[config.mk]
export PLATFORM = sky130hd
export DESIGN_NAME = booth_seq_mult
export DESIGN_NICKNAME = d
export VERILOG_FILES = /design/src/rtl/booth_seq_mult.sv
export SDC_FILE = /design/constraint.sdc
export NUM_CORES = 1
export LEC_CHECK = 0
export BUFFER_PORTS_ARGS = -buffer_cell sky130_fd_sc_hd__buf_2
export CORE_MARGIN = 3
export CORE_UTILIZATION = 40
export DETAILED_ROUTE_END_ITERATION = 12
export REMOVE_ABC_BUFFERS = 1
export SLEW_MARGIN = 25
export SYNTH_ARGS = -nofsm -noshare
export SYNTH_HDL_FRONTEND = slang
export SYNTH_SLANG_ARGS = --single-unit
[constraint.sdc]
create_clock -name clk -period 4.6 [get_ports clk]
set_input_delay 0.46 -clock clk [delete_from_list [all_inputs] [get_ports clk]]
set_output_delay 0.46 -clock clk [all_outputs]
set_load 0.005 [all_outputs]
[src/rtl/booth_seq_mult.sv]
// Iterative radix-4 Booth multiplier that retires one Booth digit per clock into a shifting accumulator.
// Define BOOTH_SIGNED_EN to honour is_signed; otherwise every operation is unsigned.
module booth_seq_mult #(
    parameter int WIDTH = 16
) (
    input  logic                 clk,
    input  logic                 rst_n,
    input  logic                 in_valid,
    output logic                 in_ready,
    input  logic [WIDTH-1:0]     multiplicand,
    input  logic [WIDTH-1:0]     multiplier,
    input  logic                 is_signed,
    output logic                 out_valid,
    input  logic                 out_ready,
    output logic [2*WIDTH-1:0]   product,
    output logic                 busy
);

    localparam int HW = WIDTH + 2;
    localparam int AW = 2 * WIDTH + 2;
    localparam int BW = WIDTH + 3;
    localparam int NU = WIDTH / 2 + 1;
    localparam int CW = $clog2(NU + 1);
    localparam logic [CW-1:0] LAST_U = CW'(NU - 1);
    localparam logic [CW-1:0] LAST_S = CW'(NU - 2);

    typedef enum logic [1:0] {
        IDLE,
        CALC,
        DONE
    } state_t;

    state_t               state_q, state_d;
    logic [HW-1:0]        mcand_q, mcand_d;
    logic [BW-1:0]        mplier_q, mplier_d;
    logic                 mode_q, mode_d;
    logic [CW-1:0]        cnt_q, cnt_d;
    logic [AW-1:0]        acc_q, acc_d;
    logic [2*WIDTH-1:0]   product_q, product_d;
    logic                 out_valid_q, out_valid_d;
    logic                 busy_q, busy_d;

    logic                 mode_in;
    logic                 accept;
    logic [2:0]           window;
    logic                 pp_neg;
    logic                 pp_two;
    logic                 pp_zero;
    logic [HW-1:0]        pp_mag;
    logic [HW-1:0]        pp;
    logic [HW-1:0]        upper_sum;
    logic [AW-1:0]        acc_shift;
    logic [AW-1:0]        acc_hold;
    logic [AW-1:0]        acc_step;
    logic                 last_digit;

`ifdef BOOTH_SIGNED_EN
    assign mode_in = is_signed;
`else
    logic unused_is_signed;
    assign unused_is_signed = is_signed;
    assign mode_in = 1'b0;
`endif

    assign in_ready = rst_n & ((state_q == IDLE) | ((state_q == DONE) & out_ready));
    assign accept   = in_valid & in_ready;

    // The multiplier register shifts right by two every digit, so the window is always its low bits.
    always_comb begin
        window  = mplier_q[2:0];
        pp_neg  = window[2] & ~(window[1] & window[0]);
        pp_two  = (window == 3'b011) | (window == 3'b100);
        pp_zero = (window == 3'b000) | (window == 3'b111);
        if (pp_zero) begin
            pp_mag = '0;
        end else if (pp_two) begin
            pp_mag = {mcand_q[HW-2:0], 1'b0};
        end else begin
            pp_mag = mcand_q;
        end
        pp         = pp_neg ? ~pp_mag : pp_mag;
        upper_sum  = acc_q[AW-1:WIDTH] + pp + HW'(pp_neg);
        acc_shift  = {{2{upper_sum[HW-1]}}, upper_sum, acc_q[WIDTH-1:2]};
        acc_hold   = {upper_sum, acc_q[WIDTH-1:0]};
        last_digit = (cnt_q == (mode_q ? LAST_S : LAST_U));
        // Unsigned mode has one extra digit; skipping its shift keeps the product aligned to bit 0.
        acc_step   = (last_digit && !mode_q) ? acc_hold : acc_shift;
    end

    always_comb begin
        state_d     = state_q;
        mcand_d     = mcand_q;
        mplier_d    = mplier_q;
        mode_d      = mode_q;
        cnt_d       = cnt_q;
        acc_d       = acc_q;
        product_d   = product_q;
        out_valid_d = out_valid_q;
        busy_d      = busy_q;

        case (state_q)
            IDLE: begin
                state_d = IDLE;
            end
            CALC: begin
                acc_d    = acc_step;
                mplier_d = {2'b00, mplier_q[BW-1:2]};
                if (last_digit) begin
                    state_d     = DONE;
                    product_d   = acc_step[2*WIDTH-1:0];
                    out_valid_d = 1'b1;
                    busy_d      = 1'b0;
                end else begin
                    cnt_d = cnt_q + CW'(1);
                end
            end
            DONE: begin
                if (out_ready) begin
                    state_d     = IDLE;
                    out_valid_d = 1'b0;
                end
            end
            default: begin
                state_d = IDLE;
            end
        endcase

        // A new operation may start from IDLE or overlap the DONE cycle being drained.
        if (accept) begin
            state_d  = CALC;
            mode_d   = mode_in;
            mcand_d  = mode_in ? {{2{multiplicand[WIDTH-1]}}, multiplicand}
                               : {2'b00, multiplicand};
            mplier_d = {(mode_in ? {2{multiplier[WIDTH-1]}} : 2'b00), multiplier, 1'b0};
            cnt_d    = '0;
            acc_d    = '0;
            busy_d   = 1'b1;
        end
    end

    always_ff @(posedge clk) begin
        if (!rst_n) begin
            state_q     <= IDLE;
            mcand_q     <= '0;
            mplier_q    <= '0;
            mode_q      <= 1'b0;
            cnt_q       <= '0;
            acc_q       <= '0;
            product_q   <= '0;
            out_valid_q <= 1'b0;
            busy_q      <= 1'b0;
        end else begin
            state_q     <= state_d;
            mcand_q     <= mcand_d;
            mplier_q    <= mplier_d;
            mode_q      <= mode_d;
            cnt_q       <= cnt_d;
            acc_q       <= acc_d;
            product_q   <= product_d;
            out_valid_q <= out_valid_d;
            busy_q      <= busy_d;
        end
    end

    assign product   = product_q;
    assign out_valid = out_valid_q;
    assign busy      = busy_q;

endmodule
==> qor.txt <==
most frequent cells in the layout = 170 x sky130_fd_sc_hd__nand2_1, 107 x sky130_fd_sc_hd__dfxtp_1, 96 x sky130_fd_sc_hd__a21oi_1
net count reported at finish = 820
endpoint class of the critical path = flip-flop
switching share of total power = 30.2%
port bufs = 70
vias in the first global route = 4734
slew at the pin closest to its max-slew limit = 834 ps
Core Rows = 42
CTS clock-pin slew for the worst setup and hold paths = 70 ps
post-route core utilization = 46.8%
TritonCTS clock tree = done
total standard cell area after synthesis = 0.00556 mm²
Hold Path Origin = multiplicand[11]
crit-path max FO = 15
total number of vias = 5114
I/O pin count = 72
combinational share of power = 18.4%
count of hold-fix buffers inserted at cts = 0
antenna violations before repair = 0
Fmax achieved = 261 MHz
maximum number of pins on one net before global-route repair = 69
time the worst path needs with I/O delays and setup = 3830 ps
number of different library cells in the post-synthesis netlist = 64
DRT iter0 DRCs = 250
Worst slew margin = 43.0%
most common library cell in the layout ignoring fill and taps = sky130_fd_sc_hd__nand2_1
setup violation total in the final timing report = 0
terminus of the critical flop-to-flop path = acc_q[30]
worst-case setup margin in the final layout = 767 ps
WS Path Type = reg2reg
setup clock skew after layout = 9.30 ps
number of iterations in the first detailed-routing pass = 5
path type of the worst min-delay path = in2reg
total global routing track utilization = 18.6%
count of antenna-violating nets left after detailed routing = 0
Synthesis Warnings = 0
reg2reg path depth = 13
fraction of the cycle the final worst path needs = 83.3%
number of enable-type register cells in the synthesized netlist = 0
global route overflow = 0
final cell count without fillers = 945
most instantiated flip-flop cell in the synthesis netlist = sky130_fd_sc_hd__dfxtp_1
max-cap violations = 0
startpoint class of the critical path = flip-flop
mean cell area of the mapped netlist = 7.71 µm²
Yosys reg bits = 107
Clock Sink Count = 107
VDD IR-drop max = 265 µV
required time of the critical path = 4830 ps
Setup TNS = 0 ps
Leakage Power = 2.43 nW
Int Power = 1.50 mW
Placed Instance Area = 0.00598 mm²
reg-to-reg setup timing slack = 770 ps
wire length of the first global-routing pass = 22700 µm
final count of hold timing violations = 0
number of instances in the synthesized netlist = 721
Max Transition Viols Final = 0
number of buffers created by CTS = 9
fraction of the yosys area taken by sequential cells = 38.6%
detailed-route DRC error count = 0
buffer type at the clock tree root = sky130_fd_sc_hd__clkbuf_16
overall die width = 124 µm
async set-or-reset flop fraction in the synthesized netlist = 0%
status = finished clean
layout cell share with drive strength beyond 1 = 15.2%
Worst EP arrival = 4060 ps
number of stages on the worst hold path = 3
worst-skew pair later-pin latency = 360 ps
power density over the cells = 342 mW/mm²
floorplan die area = 0.0153 mm²
die extent in y = 124 µm
count of inserted antenna diode cells = 0
HPWL after detailed placement = 9490 µm
unrepaired setup endpoints after global routing = false
number of gates given a new drive strength after cts = 0
clock network fraction of total power = 35.5%
Post-Place Worst Slack = 813 ps
Non-Filler Cell Area, Final = 0.00627 mm²
total number of H-tree levels = 3
layout overhead on the synthesized area = 12.9%
area inside the core boundary = 0.0134 mm²
average detailed-routed wire length per instance = 14.6 µm
critical register-to-register path startpoint = mplier_q[1]
share of total power in sequential cells = 46.1%
post-CTS setup-driven buffer insertion count = 0
weighted congestion at the end of routability-driven global placement = 0.858
Cells after DPL = 929
wire length after detailed routing = 13800 µm
initial cell density of the core = 41.5%
Net Sw Power = 0.648 mW
Avg Vias per Cell = 5.41
Worst Hold Endpoint = mcand_q[11]
worst-case clock buffer depth = 2
## synthesized netlist by cell type (2+ instances only)
cell	count	area, µm²
sky130_fd_sc_hd__nand2_1	171	642
sky130_fd_sc_hd__dfxtp_1	107	2140
sky130_fd_sc_hd__a21oi_1	96	480
sky130_fd_sc_hd__nor2_1	54	203
sky130_fd_sc_hd__o21ai_0	36	180
sky130_fd_sc_hd__clkbuf_1	35	131
sky130_fd_sc_hd__xor2_1	22	193
sky130_fd_sc_hd__ha_1	18	225
sky130_fd_sc_hd__nor3_1	17	85.1
sky130_fd_sc_hd__a22oi_1	16	120
sky130_fd_sc_hd__nand3_1	16	80.1
sky130_fd_sc_hd__a311oi_1	14	123
sky130_fd_sc_hd__inv_1	12	45.0
sky130_fd_sc_hd__a211oi_1	9	67.6
sky130_fd_sc_hd__nor2b_1	6	37.5
sky130_fd_sc_hd__xnor2_1	6	52.6
sky130_fd_sc_hd__buf_1	4	15.0
sky130_fd_sc_hd__buf_6	4	45.0
sky130_fd_sc_hd__mux2i_1	4	40.0
sky130_fd_sc_hd__nand2b_1	4	25.0
sky130_fd_sc_hd__nand3b_1	4	30.0
sky130_fd_sc_hd__o211ai_1	4	30.0
sky130_fd_sc_hd__a211o_1	3	26.3
sky130_fd_sc_hd__and3_1	3	18.8
sky130_fd_sc_hd__nand4_1	3	18.8
sky130_fd_sc_hd__o31ai_1	3	22.5
sky130_fd_sc_hd__a2111o_1	2	22.5
sky130_fd_sc_hd__a21o_1	2	15.0
sky130_fd_sc_hd__a221oi_1	2	17.5
sky130_fd_sc_hd__a31oi_1	2	12.5
sky130_fd_sc_hd__and2_1	2	12.5
sky130_fd_sc_hd__and3_2	2	15.0
sky130_fd_sc_hd__buf_2	2	10.0
sky130_fd_sc_hd__nor4_1	2	12.5
sky130_fd_sc_hd__nor4_2	2	25.0
sky130_fd_sc_hd__o21a_1	2	15.0
sky130_fd_sc_hd__o311ai_1	2	17.5
sky130_fd_sc_hd__or2_2	2	12.5
## metrics by stage
| stage | hold WS, ps | total power, mW |
|---|---|---|
| floorplan | 432 | 1.29 |
| global placement | 439 | 1.39 |
| detailed placement | 445 | 1.40 |
| CTS | 322 | 2.17 |
| global route | 337 | 2.26 |
| finish | 336 | 2.14 |
## power groups by stage
stage,Clock [mW],Sequential (mW),Combinational (mW)
floorplan,0,1.01,0.280
global placement,0,1.01,0.382
detailed placement,0,1.01,0.392
CTS,0.787,0.988,0.394
global route,0.819,0.993,0.446
finish,0.760,0.988,0.395
## routing by layer
metal	share of wire (%)	vias to the layer above	GRT usage (%)
met5	0	-	0
met4	2.0	0	5.88
met3	4.3	20	3.63
met2	47	100	31.0
met1	47	2395	24.3
li1	-	2599	-
## area by class of cell
cell class / instances / area, µm²
multi-input combinational: 554 / 3150
inverter: 13 / 48.8
clock inverter: 6 / 55.1
timing repair buffer: 79 / 418
fill: 1401 / 7130
sequential: 107 / 2140
tap: 176 / 220
clock buffer: 10 / 239
## critical path: stages (launching register included)
cell	delay (ps)
sky130_fd_sc_hd__dfxtp_1	530
sky130_fd_sc_hd__and3_1	540
sky130_fd_sc_hd__a22oi_1	160
sky130_fd_sc_hd__o21ai_0	140
sky130_fd_sc_hd__inv_1	100
sky130_fd_sc_hd__fa_1	440
sky130_fd_sc_hd__nor2b_1	130
sky130_fd_sc_hd__o21a_1	150
sky130_fd_sc_hd__o21ai_2	100
sky130_fd_sc_hd__a2111oi_0	750
sky130_fd_sc_hd__nor4_1	110
sky130_fd_sc_hd__nand3b_1	250
sky130_fd_sc_hd__a21oi_1	200
sky130_fd_sc_hd__a21oi_1	90
## kinds of logic after synthesis
family | synth area share (%)
mux | 0.721
buf+inv | 4.89
fa+ha+maj | 4.41
flops | 38.6
compound gates | 23.7
simple gates | 23.3
xor+xnor | 4.41
## state kept, by name, summed over array words and instances (netlist names)
signal and cells:
mcand_q 16, mplier_q 17, busy 1, out_valid 1
cnt_q 4, product 32, acc_q 34, state_q 2
## how the worst max path moves through the flow
stage | start | to | slack, ps | cells after the start
after floorplan | mplier_q[2] | acc_q[30] | 800 | 13
after global placement | mplier_q[1] | acc_q[30] | 870 | 13
after detailed placement | mplier_q[1] | acc_q[30] | 810 | 13
after CTS | mplier_q[1] | acc_q[30] | 790 | 13
after global routing | mplier_q[1] | acc_q[30] | 470 | 13
final | mplier_q[1] | acc_q[30] | 770 | 13
(Power assumes the default switching activity.)
